--- src/rtl/lut_tabla_pkg.sv ---
// lut_tabla_pkg: shared types and sizing helpers for the programmable truth-table engine
package lut_tabla_pkg;
  typedef enum logic {IDLE, SWEEP} state_t;
  localparam int N_IN_DEF = 4;
  function automatic int table_w(input int n);
    return 1 << n;
  endfunction
  function automatic int acc_w(input int n);
    return n + 1;
  endfunction
endpackage

--- src/rtl/lut_tabla_prog_if.sv ---
// lut_tabla_prog_if: load/eval/sweep bus between stimulus source and truth-table engine
interface lut_tabla_prog_if
  import lut_tabla_pkg::*;
#(parameter int N_IN = N_IN_DEF);
  logic load_valid, load_bit, loaded;
  logic eval_valid, sweep_start, sweep_busy, sweep_done;
  logic y, y_valid;
  logic [N_IN-1:0] in_vec, y_idx;
  logic [acc_w(N_IN)-1:0] ones_count;
  modport master (
    output load_valid, load_bit, eval_valid, in_vec, sweep_start,
    input loaded, sweep_busy, sweep_done, y, y_valid, y_idx, ones_count
  );
  modport slave (
    input load_valid, load_bit, eval_valid, in_vec, sweep_start,
    output loaded, sweep_busy, sweep_done, y, y_valid, y_idx, ones_count
  );
endinterface

--- src/rtl/lut_load_shifter.sv ---
// lut_load_shifter: LSB-first table shift register with frame counter and loaded flag
module lut_load_shifter
  import lut_tabla_pkg::*;
#(
  parameter int N_IN = N_IN_DEF,
  localparam int TW = table_w(N_IN)
) (
  input  logic          clk,
  input  logic          reset,
  input  logic          shift_en,
  input  logic          load_bit,
  output logic [TW-1:0] tbl,
  output logic          loaded
);
  logic [N_IN-1:0] cnt;
  // cnt is exactly N_IN bits, so it wraps to 0 on its own after the TW-th bit
  always_ff @(posedge clk) begin
    if (reset) begin
      tbl    <= '0;
      cnt    <= '0;
      loaded <= 1'b0;
    end else if (shift_en) begin
      tbl    <= {load_bit, tbl[TW-1:1]};
      cnt    <= cnt + 1'b1;
      loaded <= cnt == '1 ? 1'b1 : cnt == '0 ? 1'b0 : loaded;
    end
  end
endmodule

--- src/rtl/lut_tabla_prog.sv ---
// lut_tabla_prog: serially loaded 2^N_IN-entry truth table with on-demand eval and counted sweep
module lut_tabla_prog
  import lut_tabla_pkg::*;
#(parameter int N_IN = N_IN_DEF) (
  input logic clk,
  input logic reset,
  lut_tabla_prog_if.slave bus
);
  localparam int TW = table_w(N_IN);
  localparam int AW = acc_w(N_IN);
  state_t          state, state_n;
  logic [TW-1:0]   tbl;
  logic [AW-1:0]   acc;
  logic [N_IN-1:0] sw_idx;
  logic            idle, load_go, sweep_go, eval_go, last, emit;
  lut_load_shifter #(.N_IN(N_IN)) u_load (
    .clk      (clk),
    .reset    (reset),
    .shift_en (load_go),
    .load_bit (bus.load_bit),
    .tbl      (tbl),
    .loaded   (bus.loaded)
  );
  // y_idx doubles as the sweep pointer: the next entry is always y_idx+1
  always_comb begin
    idle     = state == IDLE;
    load_go  = idle && bus.load_valid;
    sweep_go = idle && !bus.load_valid && bus.sweep_start && bus.loaded;
    eval_go  = idle && !bus.load_valid && !bus.sweep_start && bus.eval_valid && bus.loaded;
    last     = !idle && bus.y_idx == '1;
    emit     = sweep_go || (!idle && !last);
    sw_idx   = sweep_go ? '0 : bus.y_idx + 1'b1;
    state_n  = sweep_go ? SWEEP : last ? IDLE : state;
  end
  assign bus.sweep_busy = !idle;
  always_ff @(posedge clk) begin
    if (reset) state <= IDLE;
    else state <= state_n;
  end
  always_ff @(posedge clk) begin
    if (reset) begin
      bus.y          <= 1'b0;
      bus.y_valid    <= 1'b0;
      bus.y_idx      <= '0;
      bus.sweep_done <= 1'b0;
      bus.ones_count <= '0;
      acc            <= '0;
    end else begin
      bus.y_valid    <= emit || eval_go;
      bus.sweep_done <= last;
      if (emit) begin
        bus.y     <= tbl[sw_idx];
        bus.y_idx <= sw_idx;
        acc       <= (sweep_go ? '0 : acc) + AW'(tbl[sw_idx]);
      end else if (eval_go) begin
        bus.y     <= tbl[bus.in_vec];
        bus.y_idx <= bus.in_vec;
      end
      if (last) bus.ones_count <= acc;
    end
  end
endmodule

--- src/flat_wrapper.sv ---
// flat-port wrapper written by rule: the top's interface ports become plain ports
module lut_tabla_prog_flat import lut_tabla_pkg::*;
#(parameter int N_IN = N_IN_DEF)
  (clk, reset, bus_load_valid, bus_load_bit, bus_eval_valid, bus_in_vec, bus_sweep_start, bus_loaded, bus_sweep_busy, bus_sweep_done, bus_y, bus_y_valid, bus_y_idx, bus_ones_count);
  lut_tabla_prog_if #(.N_IN(N_IN)) bus_i ();
  input logic clk;
  input logic reset;
  input wire logic [$bits(bus_i.load_valid)-1:0] bus_load_valid;
  input wire logic [$bits(bus_i.load_bit)-1:0] bus_load_bit;
  input wire logic [$bits(bus_i.eval_valid)-1:0] bus_eval_valid;
  input wire logic [$bits(bus_i.in_vec)-1:0] bus_in_vec;
  input wire logic [$bits(bus_i.sweep_start)-1:0] bus_sweep_start;
  output wire logic [$bits(bus_i.loaded)-1:0] bus_loaded;
  output wire logic [$bits(bus_i.sweep_busy)-1:0] bus_sweep_busy;
  output wire logic [$bits(bus_i.sweep_done)-1:0] bus_sweep_done;
  output wire logic [$bits(bus_i.y)-1:0] bus_y;
  output wire logic [$bits(bus_i.y_valid)-1:0] bus_y_valid;
  output wire logic [$bits(bus_i.y_idx)-1:0] bus_y_idx;
  output wire logic [$bits(bus_i.ones_count)-1:0] bus_ones_count;
  assign bus_i.load_valid = bus_load_valid;
  assign bus_i.load_bit = bus_load_bit;
  assign bus_i.eval_valid = bus_eval_valid;
  assign bus_i.in_vec = bus_in_vec;
  assign bus_i.sweep_start = bus_sweep_start;
  assign bus_loaded = bus_i.loaded;
  assign bus_sweep_busy = bus_i.sweep_busy;
  assign bus_sweep_done = bus_i.sweep_done;
  assign bus_y = bus_i.y;
  assign bus_y_valid = bus_i.y_valid;
  assign bus_y_idx = bus_i.y_idx;
  assign bus_ones_count = bus_i.ones_count;
  lut_tabla_prog #(.N_IN(N_IN)) u_core (.clk(clk), .reset(reset), .bus(bus_i));
endmodule
--- config.mk ---
export PLATFORM = sky130hd
export DESIGN_NAME = lut_tabla_prog_flat
export DESIGN_NICKNAME = d
export VERILOG_FILES = /design/src/rtl/lut_tabla_pkg.sv /design/src/rtl/lut_tabla_prog_if.sv /design/src/rtl/lut_load_shifter.sv /design/src/rtl/lut_tabla_prog.sv /design/src/flat_wrapper.sv
export SDC_FILE = /design/constraint.sdc
export NUM_CORES = 1
export LEC_CHECK = 0
export ABC_CLOCK_PERIOD_IN_PS = 2700
export BUFFER_PORTS_ARGS = -buffer_cell sky130_fd_sc_hd__buf_4
export CORE_AREA = 4 4 81 83
export CTS_CLUSTER_SIZE = 16
export DETAILED_ROUTE_END_ITERATION = 8
export DIE_AREA = 0 0 85 87
export GPL_TIMING_DRIVEN = 1
export SLEW_MARGIN = 20
export SYNTH_ARGS = -nofsm -noshare
export SYNTH_HDL_FRONTEND = slang
export SYNTH_SLANG_ARGS = --single-unit
--- constraint.sdc ---
create_clock -name clk -period 2.7 [get_ports clk]
set_input_delay 0.54 -clock clk [delete_from_list [all_inputs] [get_ports clk]]
set_output_delay 0.54 -clock clk [all_outputs]
set_load 0.02 [all_outputs]
**Word-level counts from Yosys, hierarchy flattened**

Index checks and enable logic that the tools add are counted.

- Output and inout bits: 14
- Word-level logic and storage cells: 51
- Input port bits: 10
- Register bits after elaboration: 39

- Bitwise gates (word level): 1
- Magnitude comparators: 2
- Add/sub/neg operators: 3
- Multiplexer cells: 14
- Equality and inequality tests: 2
- Reduce and logical (&&, ||, !) cells: 19

Operator list:

| cell | number |
|---|---|
| two-way mux 4 bit | 3 |
| < comparator 4 x 5 -> 1 bit, second input constant | 2 |
| logical AND 1 bit | 9 |
| adder 4 x 1 -> 4 bit, second input constant | 2 |
| binary-select mux 1 bit (select 4 bit) | 2 |
| equality test 4 bit, second input constant | 2 |
| two-way mux 1 bit | 8 |
| nonzero test 2 bit | 3 |
| adder 5 x 1 -> 5 bit | 1 |
| two-way mux 5 bit | 1 |
| logical NOT 4 bit | 1 |
| logical NOT 1 bit | 3 |
| logical OR 1 bit | 2 |
| AND reduction 2 bit | 1 |
| inverter 1 bit | 1 |

**Depth between registers and ports, before layout**

Gate-level depths: netlist (run 1).

- Depth in word-level cells: 8
- Gate-level depth with buffers: 12
- Mapped depth without buffers: 11

**By module**

From an unflattened synthesis (run 1), not the netlist that was laid out.

- Cells, all modules: 199
- Area total of the unflattened synthesis: 1958.1 µm²

Modules (own cells, without submodules):

| module | cells each | area an instance (µm²) | times used |
|---|---|---|---|
| lut_tabla_prog | 122 | 1123.6 | 1 |
| lut_load_shifter | 77 | 834.6 | 1 |

**Worst setup path after synthesis (run 1)**

No wires, ideal clock.

- Path type: reg-to-reg
- Start: register u_core.bus.y_idx[0]
- End: register u_core.acc[4]
- Path slack: 0.273 ns
- Data required time: 2.569 ns
- Cell stages (with the launch flop): 13
- Data arrival time: 2.296 ns
- Path through: dfxtp_1 > ha_1 > buf_4 > mux2_1 > o22ai_1 > a221oi_2 > nor2_1 > a21oi_1 > ha_1 > ha_1 > nand4_1 > xor2_1 > nor3_1

- Longest elaborated chain between the ends: 5
- Elaborated cells on any way between the ends: 10
- Classes of those cells: add/sub: 2; eq/ne: 1; mux: 3; reduce/logical: 4

RTL lines:

| element | RTL line | RTL |
|---|---|---|
| from (decl) | lut_tabla_prog_if.sv:16 | `output loaded, sweep_busy, sweep_done, y, y_valid, y_idx, ones_count` |
| from (signal assigned) | lut_tabla_prog.sv:53 | `bus.y_idx <= sw_idx;` |
| from (signal assigned) | lut_tabla_prog.sv:57 | `bus.y_idx <= bus.in_vec;` |
| adder 4 x 1 -> 4 bit or equality test 4 bit (tied branches) | lut_tabla_prog.sv:32, lut_tabla_prog.sv:30 |  |
| two-way mux 4 bit or logical AND 1 bit (tied branches) | lut_tabla_prog.sv:32, lut_tabla_prog.sv:30 |  |
| binary-select mux 1 bit (select 4 bit) or logical NOT 1 bit (tied branches) | lut_tabla_prog.sv:54, lut_tabla_prog.sv:31 |  |
| two-way mux 1 bit (not written as such) or logical AND 1 bit (tied branches) | lut_tabla_prog.sv:54, lut_tabla_prog.sv:31 |  |
| adder 5 x 1 -> 5 bit or logical OR 1 bit (tied branches) | lut_tabla_prog.sv:54, lut_tabla_prog.sv:31 |  |
| to (signal assigned) | lut_tabla_prog.sv:54 | `acc <= (sweep_go ? '0 : acc) + AW'(tbl[sw_idx]);` |
| to (decl) | lut_tabla_prog.sv:13 | `logic [AW-1:0] acc;` |

Several ways; a longest one is shown, not always the timed one. The select of a mux whose other input is x is not followed.
A chain may end at the register's enable or synchronous reset.

**Worst setup path after layout (run 1)**

- Start: register u_core.bus.y_idx[1]
- End: register u_core.acc[4]

Same word-level chain as after synthesis.

==> impl_metrics.yaml, run 1 <==
floorplan:
  dieWidth_um: 85
  die_h_um: 87
  start_util: 0.342
  fp-row-count: 28
  ios: 24
  core_region_area_sq_um: 5850
  die_area_sq_um: 7400
timing:
  finalSetupViolCount: 0
  period_minus_slack_ns: 2.44
  timing.setup.tns_ns: 0
  slew_headroom: 0.629
  rsz0062_at_grt: "no"
  clock.fmax_ghz: 0.410
  fin_skew_ns: 0.00702
  finalHoldViolations: 0
  slew_violations: 0
  tightest_slew_ns: 0.556
  min_period_over_period: 0.904
flow_run:
  drv_cap: 0
synth:
  ys_ff_latch: 39
  synth_edf_count: 0
  ys_seq_area_frac: 0.390
  async_flop_share: 0
  yosysUniqueCellTypes: 44
  yosysWarnings: 0
  syn_area_sq_um: 2000
  synth_nets: 242
  syn_avg_cell_area_sq_um: 8.82
  synth_cells: 227
  synth_ff_type: "dfxtp_1"
worst_setup_path:
  r2r.worst_path.cells: 11
  path_class: "flop to flop"
  reg2reg_to: "u_core.acc[4]$_SDFFE_PP0N_"
  crit_arrival_ns: 2.61
  crit_path_end: "u_core.acc[4]$_SDFFE_PP0N_"
  path_max_fanout: 10
  cp-start-kind: "flop"
  end_kind: "flop"
  crit_required_ns: 2.87
  reg2reg_from: "u_core.bus.y_idx[1]$_SDFFE_PP0P_"
  reg2reg_slack_ns: 0.26
  cp-startpoint: "u_core.bus.y_idx[1]$_SDFFE_PP0P_"
clocking:
  cts.sinks: 39
  cts_made_buffers: 5
  htree_levels: 2
  cts_setup_buffers: 0
  cts_tree: "done"
  clk_pin_slew_worst_paths_ns: 0.08
  cts_root_buf: "clkbuf_8"
  hold_buffers: 0
  post_cts_resized: 0
  clk_latency_ns: 0.29
  cts_buffer_depth: 2
power:
  p_leak_nw: 0.952
  p_clk_frac: 0.439
  p_total_mw: 1.14
  p_comb_frac: 0.049
  p_seq_frac: 0.512
  p_per_area_nw_per_um2: 488
  peakVddDrop_uv: 177
  p_int_mw: 0.901
  swShare: 0.210
  switching_power_mw: 0.240
routing:
  num_vias: 1661
  routed_wl_mm: 4.28
  viasPerCell: 5.13
  drtIter0Drc: 118
  wire_per_inst_um: 13.2
  first_pass_iters: 5
  drt_drc_violations_left: 0
  ant_nets: 0
placed_design:
  io_buffers: 23
  gp_congestion: 0.814
  hpwl_mm: 3.09
  dpl-instance-area_sq_um: 2220
final_layout:
  syn2layout_area_growth_pct: 16.8
  drive_gt1_frac: 0.181
  layout.nets: 263
  fin_area_sq_um: 2340
  antennaDiodeCount: 0
  n_fill_cell: 595
grt:
  grt_pass1_vias: 1562
  antenna_found_initial: 0
  grt_overflow: 0
  grt_max_degree: 40
  track_usage: 0.126
  grt_pass1_wl_mm: 7.49
outcome:
  outcome: "finished clean"
hold_path:
  hold_class: "flop to flop"
[worst min path at each step]
| stage | startpoint | end | slack [ns] | depth (start not counted) |
|---|---|---|---|---|
| 6_report | u_core.u_load.tbl[5]$_SDFFE_PP0P_ | u_core.u_load.tbl[4]$_SDFFE_PP0P_ | 0.48 | 2 |
| 5_1_grt | u_core.u_load.tbl[7]$_SDFFE_PP0P_ | u_core.u_load.tbl[6]$_SDFFE_PP0P_ | 0.50 | 2 |
| 4_1_cts | u_core.u_load.tbl[7]$_SDFFE_PP0P_ | u_core.u_load.tbl[6]$_SDFFE_PP0P_ | 0.48 | 2 |
| 3_5_place_dp | u_core.u_load.tbl[7]$_SDFFE_PP0P_ | u_core.u_load.tbl[6]$_SDFFE_PP0P_ | 0.47 | 2 |
| 3_3_place_gp | u_core.u_load.tbl[0]$_SDFFE_PP0P_ | u_core.u_load.tbl[0]$_SDFFE_PP0P_ | 0.47 | 2 |
| 2_1_floorplan | u_core.u_load.tbl[0]$_SDFFE_PP0P_ | u_core.u_load.tbl[0]$_SDFFE_PP0P_ | 0.44 | 2 |
[cell usage after synthesis, drive strengths merged, types with 2 or more instances]
cell type	instances	area (sq um)
xor2	6	52.6
mux2i	16	160
nand2	44	165
o21ai	6	30.0
and2	6	37.5
dfxtp	39	781
a21oi	23	115
buf	7	61.3
nor3	6	30.0
mux4	3	75.1
a31oi	3	18.8
clkbuf	7	26.3
a221oi	2	23.8
inv	6	22.5
ha	5	62.6
mux2	3	33.8
nand3	5	25.0
nor2	18	67.6
nand4	4	25.0
nor2b	2	12.5
o32ai	2	25.0
[area by class of cell]
class | instances | area, sq um | share of cell area
tap | 75 | 93.8 | 0.0401
timing repair buffer | 28 | 210 | 0.0898
inverter | 6 | 22.5 | 0.00963
sequential | 39 | 781 | 0.334
clock inverter | 2 | 35.0 | 0.0150
clock buffer | 6 | 82.6 | 0.0353
multi-input combinational | 168 | 1110 | 0.476
[routing by layer]
layer  share of wire  global-route usage
met1            0.47               0.165
met2            0.46               0.195
met3           0.046              0.0312
met4           0.022              0.0576
met5               0                   0
[layout by cell type, fill, tap and decap left out, types with 2 or more instances in the layout]
cell type | synthesis | routed
a21oi_1 | 23 | 23
a31oi_1 | 3 | 3
and2_1 | 6 | 6
buf_4 | 2 | 28
clkbuf_8 | 0 | 6
dfxtp_1 | 39 | 39
ha_1 | 5 | 4
inv_1 | 6 | 6
mux2_1 | 2 | 2
mux2i_1 | 16 | 16
mux4_1 | 2 | 2
nand2_1 | 44 | 44
nand3_1 | 5 | 5
nand4_1 | 4 | 4
nor2_1 | 18 | 18
nor2b_1 | 2 | 2
nor3_1 | 6 | 6
o21ai_0 | 5 | 5
xor2_1 | 6 | 6
[worst max-delay path, stage by stage (launching register included)]
cell	delay, ns
dfxtp_1	0.35
ha_2	0.44
mux2_1	0.34
o22ai_1	0.18
a221oi_2	0.11
nor2_1	0.11
a21oi_1	0.05
ha_1	0.21
ha_1	0.21
nand4_1	0.11
xor2_1	0.15
nor3_1	0.05
[cells by family (layout without fill, tap and decap cells)]
group | after synthesis | count (layout) | synth area share
XOR/XNOR | 7 | 7 | 0.0306
adder cells (fa/ha/maj) | 5 | 5 | 0.0312
flip-flops | 39 | 39 | 0.390
AO/OA/AOI/OAI | 43 | 43 | 0.140
buffers and inverters | 20 | 42 | 0.0550
multiplexers | 22 | 22 | 0.134
AND/OR/NAND/NOR | 91 | 91 | 0.219
[state kept, by name (all words and copies together), names as in the netlist]
register	cells
u_core.acc	5
u_core.bus.ones_count	5
u_core.bus.sweep_busy	1
u_core.bus.sweep_done	1
u_core.bus.y	1
u_core.bus.y_idx	4
u_core.bus.y_valid	1
u_core.u_load.cnt	4
u_core.u_load.loaded	1
u_core.u_load.tbl	16
[power by group through the flow]
stage          clock network [mW]  registers (mW)  logic [mW]
5_1_grt                     0.539           0.585      0.0623
3_5_place_dp                    0           0.598      0.0562
2_1_floorplan                   0           0.597      0.0361
6_report                    0.500           0.584      0.0559
3_3_place_gp                    0           0.598      0.0553
4_1_cts                     0.515           0.584      0.0562
[per-stage QoR]
step / utilization / hold WS [ns] / worst slack (ns) / instances
after global routing: 0.400 / 0.497 / 0.0227 / 324
after floorplan: - / 0.445 / 0.273 / 227
after global placement: 0.379 / 0.469 / 0.237 / 316
final: 0.400 / 0.483 / 0.259 / 324
after CTS: 0.399 / 0.483 / 0.225 / 324
after detailed placement: 0.379 / 0.473 / 0.187 / 316
Power figures use the tool's default switching activity.
==> run 2, diff against run 1 <==
--- a/config.mk
+++ b/config.mk
@@ -5,7 +5,7 @@
 export SDC_FILE = /design/constraint.sdc
 export NUM_CORES = 1
 export LEC_CHECK = 0
-export ABC_CLOCK_PERIOD_IN_PS = 2700
+export ABC_CLOCK_PERIOD_IN_PS = 2210
 export BUFFER_PORTS_ARGS = -buffer_cell sky130_fd_sc_hd__buf_4
 export CORE_AREA = 4 4 81 83
 export CTS_CLUSTER_SIZE = 16
==> constraint.sdc (replaced) <==
create_clock -name clk -period 2.21 [get_ports clk]
set_input_delay 0.442 -clock clk [delete_from_list [all_inputs] [get_ports clk]]
set_output_delay 0.442 -clock clk [all_outputs]
set_load 0.02 [all_outputs]
==> run 2 against run 1 <==
  * The flow now finishes with violations (negative setup slack)
  * Largest cell class unchanged
  * Worst hold slack lost 0.091 ns
  * Clock skew shrank 0.0013 ns
  * Flip-flop and latch count unchanged
  * Sequential power grew 22%
  * Sequential share of layout area fell by 1.6 points
  * Via count grew 0.18%
==> impl_metrics.yaml, run 2 (same netlist as run 1, synthesis figures left out) <==
outcome:
  outcome: "finished with violations"
  failed_checks: "negative setup slack"
clocking:
  clk_latency_ns: 0.29
  cts_buffer_depth: 2
  cts_tree: "done"
  clk_pin_slew_worst_paths_ns: 0.08
  cts_root_buf: "clkbuf_8"
  cts.sinks: 39
  cts_setup_buffers: 0
  cts_made_buffers: 5
  htree_levels: 2
placed_design:
  io_buffers: 23
  pre_cts_slack_ns: -0.160
  gp_congestion: 0.816
  hpwl_mm: 3.28
final_layout:
  drive_gt1_frac: 0.253
  mostFrequentLayoutCells: "44 x nand2_1, 40 x buf_4, 37 x dfxtp_1, 22 x a21oi_1, 18 x nor2_1"
  reg_top3: "u_core.u_load.tbl (16), u_core.acc (5), u_core.bus.ones_count (5)"
  antennaDiodeCount: 0
  layout_commonest_cell: "nand2_1"
  utilization: 0.424
  regMostFlops: "u_core.u_load.tbl"
  layout.nets: 275
  largest_register_ffs: 16
  syn2layout_area_growth_pct: 23.9
routing:
  drt_drc_violations_left: 0
  wire_per_inst_um: 13.0
  drtIter0Drc: 125
  viasPerCell: 4.95
  routed_wl_mm: 4.36
  first_pass_iters: 4
  num_vias: 1664
  ant_nets: 0
grt:
  gr-usage-met3: 0.0284
  grt_overflow: 0
  grt-busiest-layer: "met2"
  antenna_found_initial: 0
  grt_pass1_wl_mm: 7.80
  grt_pass1_vias: 1655
  grt_use_met1: 0.167
  use_met2: 0.209
  grt_max_degree: 40
  track_usage: 0.129
power:
  p_leak_nw: 1.00
  peakVddDrop_uv: 227
  p_total_mw: 1.35
  p_per_area_nw_per_um2: 545
timing:
  hold_ws_ns: 0.392
  setup_ws_ns: -0.00380
  slew_violations: 0
  period_minus_slack_ns: 2.21
  tightest_slew_ns: 0.556
  clock.fmax_ghz: 0.452
  rsz0062_at_grt: "yes"
  finalHoldViolations: 0
  fin_skew_ns: 0.00577
  slew_headroom: 0.629
  finalSetupViolCount: 1
  min_period_over_period: 1.00
floorplan:
  die_h_um: 87
  start_util: 0.342
  ios: 24
  dieWidth_um: 85
  fp-row-count: 28
  core_region_area_sq_um: 5850
  die_area_sq_um: 7400
worst_setup_path:
  crit_arrival_ns: 2.38
  cp-start-kind: "flop"
  path_max_fanout: 8
  path_class: "flop to flop"
  crit_required_ns: 2.37
  end_kind: "flop"
hold_path:
  hold_class: "input pin to flop"
flow_run:
  drv_cap: 0
[run 2: routing by layer]
layer,part of all wire,routed length (um)
met5,0,0
met3,0.044,192
met2,0.46,2000
met4,0.017,76
met1,0.48,2090
[run 2: critical path, cell delays in order (launching register included)]
cell	delay, ns
dfxtp_4	0.36
ha_4	0.32
mux2i_1	0.20
o21ai_1	0.08
a221o_1	0.36
o21ai_2	0.07
a21oi_2	0.07
ha_2	0.19
ha_4	0.16
nand4_1	0.10
xor2_1	0.14
nor3_1	0.06
[run 2: path summary, 6_finish.rpt]
| check | start | to | slack (ns) | cells after the start |
|---|---|---|---|---|
| min | bus_load_bit | u_core.u_load.tbl[15]$_SDFFE_PP0P_ | 0.39 | 3 |
| min reg2reg | u_core.u_load.tbl[0]$_SDFFE_PP0P_ | u_core.u_load.tbl[0]$_SDFFE_PP0P_ | 0.48 | 2 |
| max reg2reg | u_core.bus.y_idx[1]$_SDFFE_PP0P_ | u_core.acc[4]$_SDFFE_PP0N_ | -0.004 | 11 |
| max | u_core.bus.y_idx[1]$_SDFFE_PP0P_ | u_core.acc[4]$_SDFFE_PP0N_ | -0.004 | 11 |
[run 2: area by class of cell]
class	count	area [sq um]
sequential	39	788
multi-input combinational	168	1160
timing repair buffer	40	300
inverter	6	22.5
fill	586	3370
clock buffer	7	108
clock inverter	1	5.00
tap	75	93.8
[run 2: through the flow]
step                      instances  setup TNS, ns  instance area [sq um]
after global routing            336         -0.269                   2480
after CTS                       336        -0.0111                   2470
final                           336       -0.00380                   2480
after floorplan                 227              0                   2050
after global placement          328         -0.106                   2350
after detailed placement        328         -0.308                   2350
[run 2: where the power goes]
group	switching (mW)	internal [mW]	leakage [nW]
sequential	0.00633	0.705	0.316
combinational	0.0402	0.0298	0.628
clock	0.251	0.320	0.0594
total	0.297	1.05	1.00
[run 2: what timing repair did]
item / 4_1_cts / 5_1_grt
resized for setup: 1 / 5
pin swaps: 0 / 4
endpoints found under the setup margin: 1 / 4
hold buffers: 0 / 0
hold endpoints to repair: 0 / 0
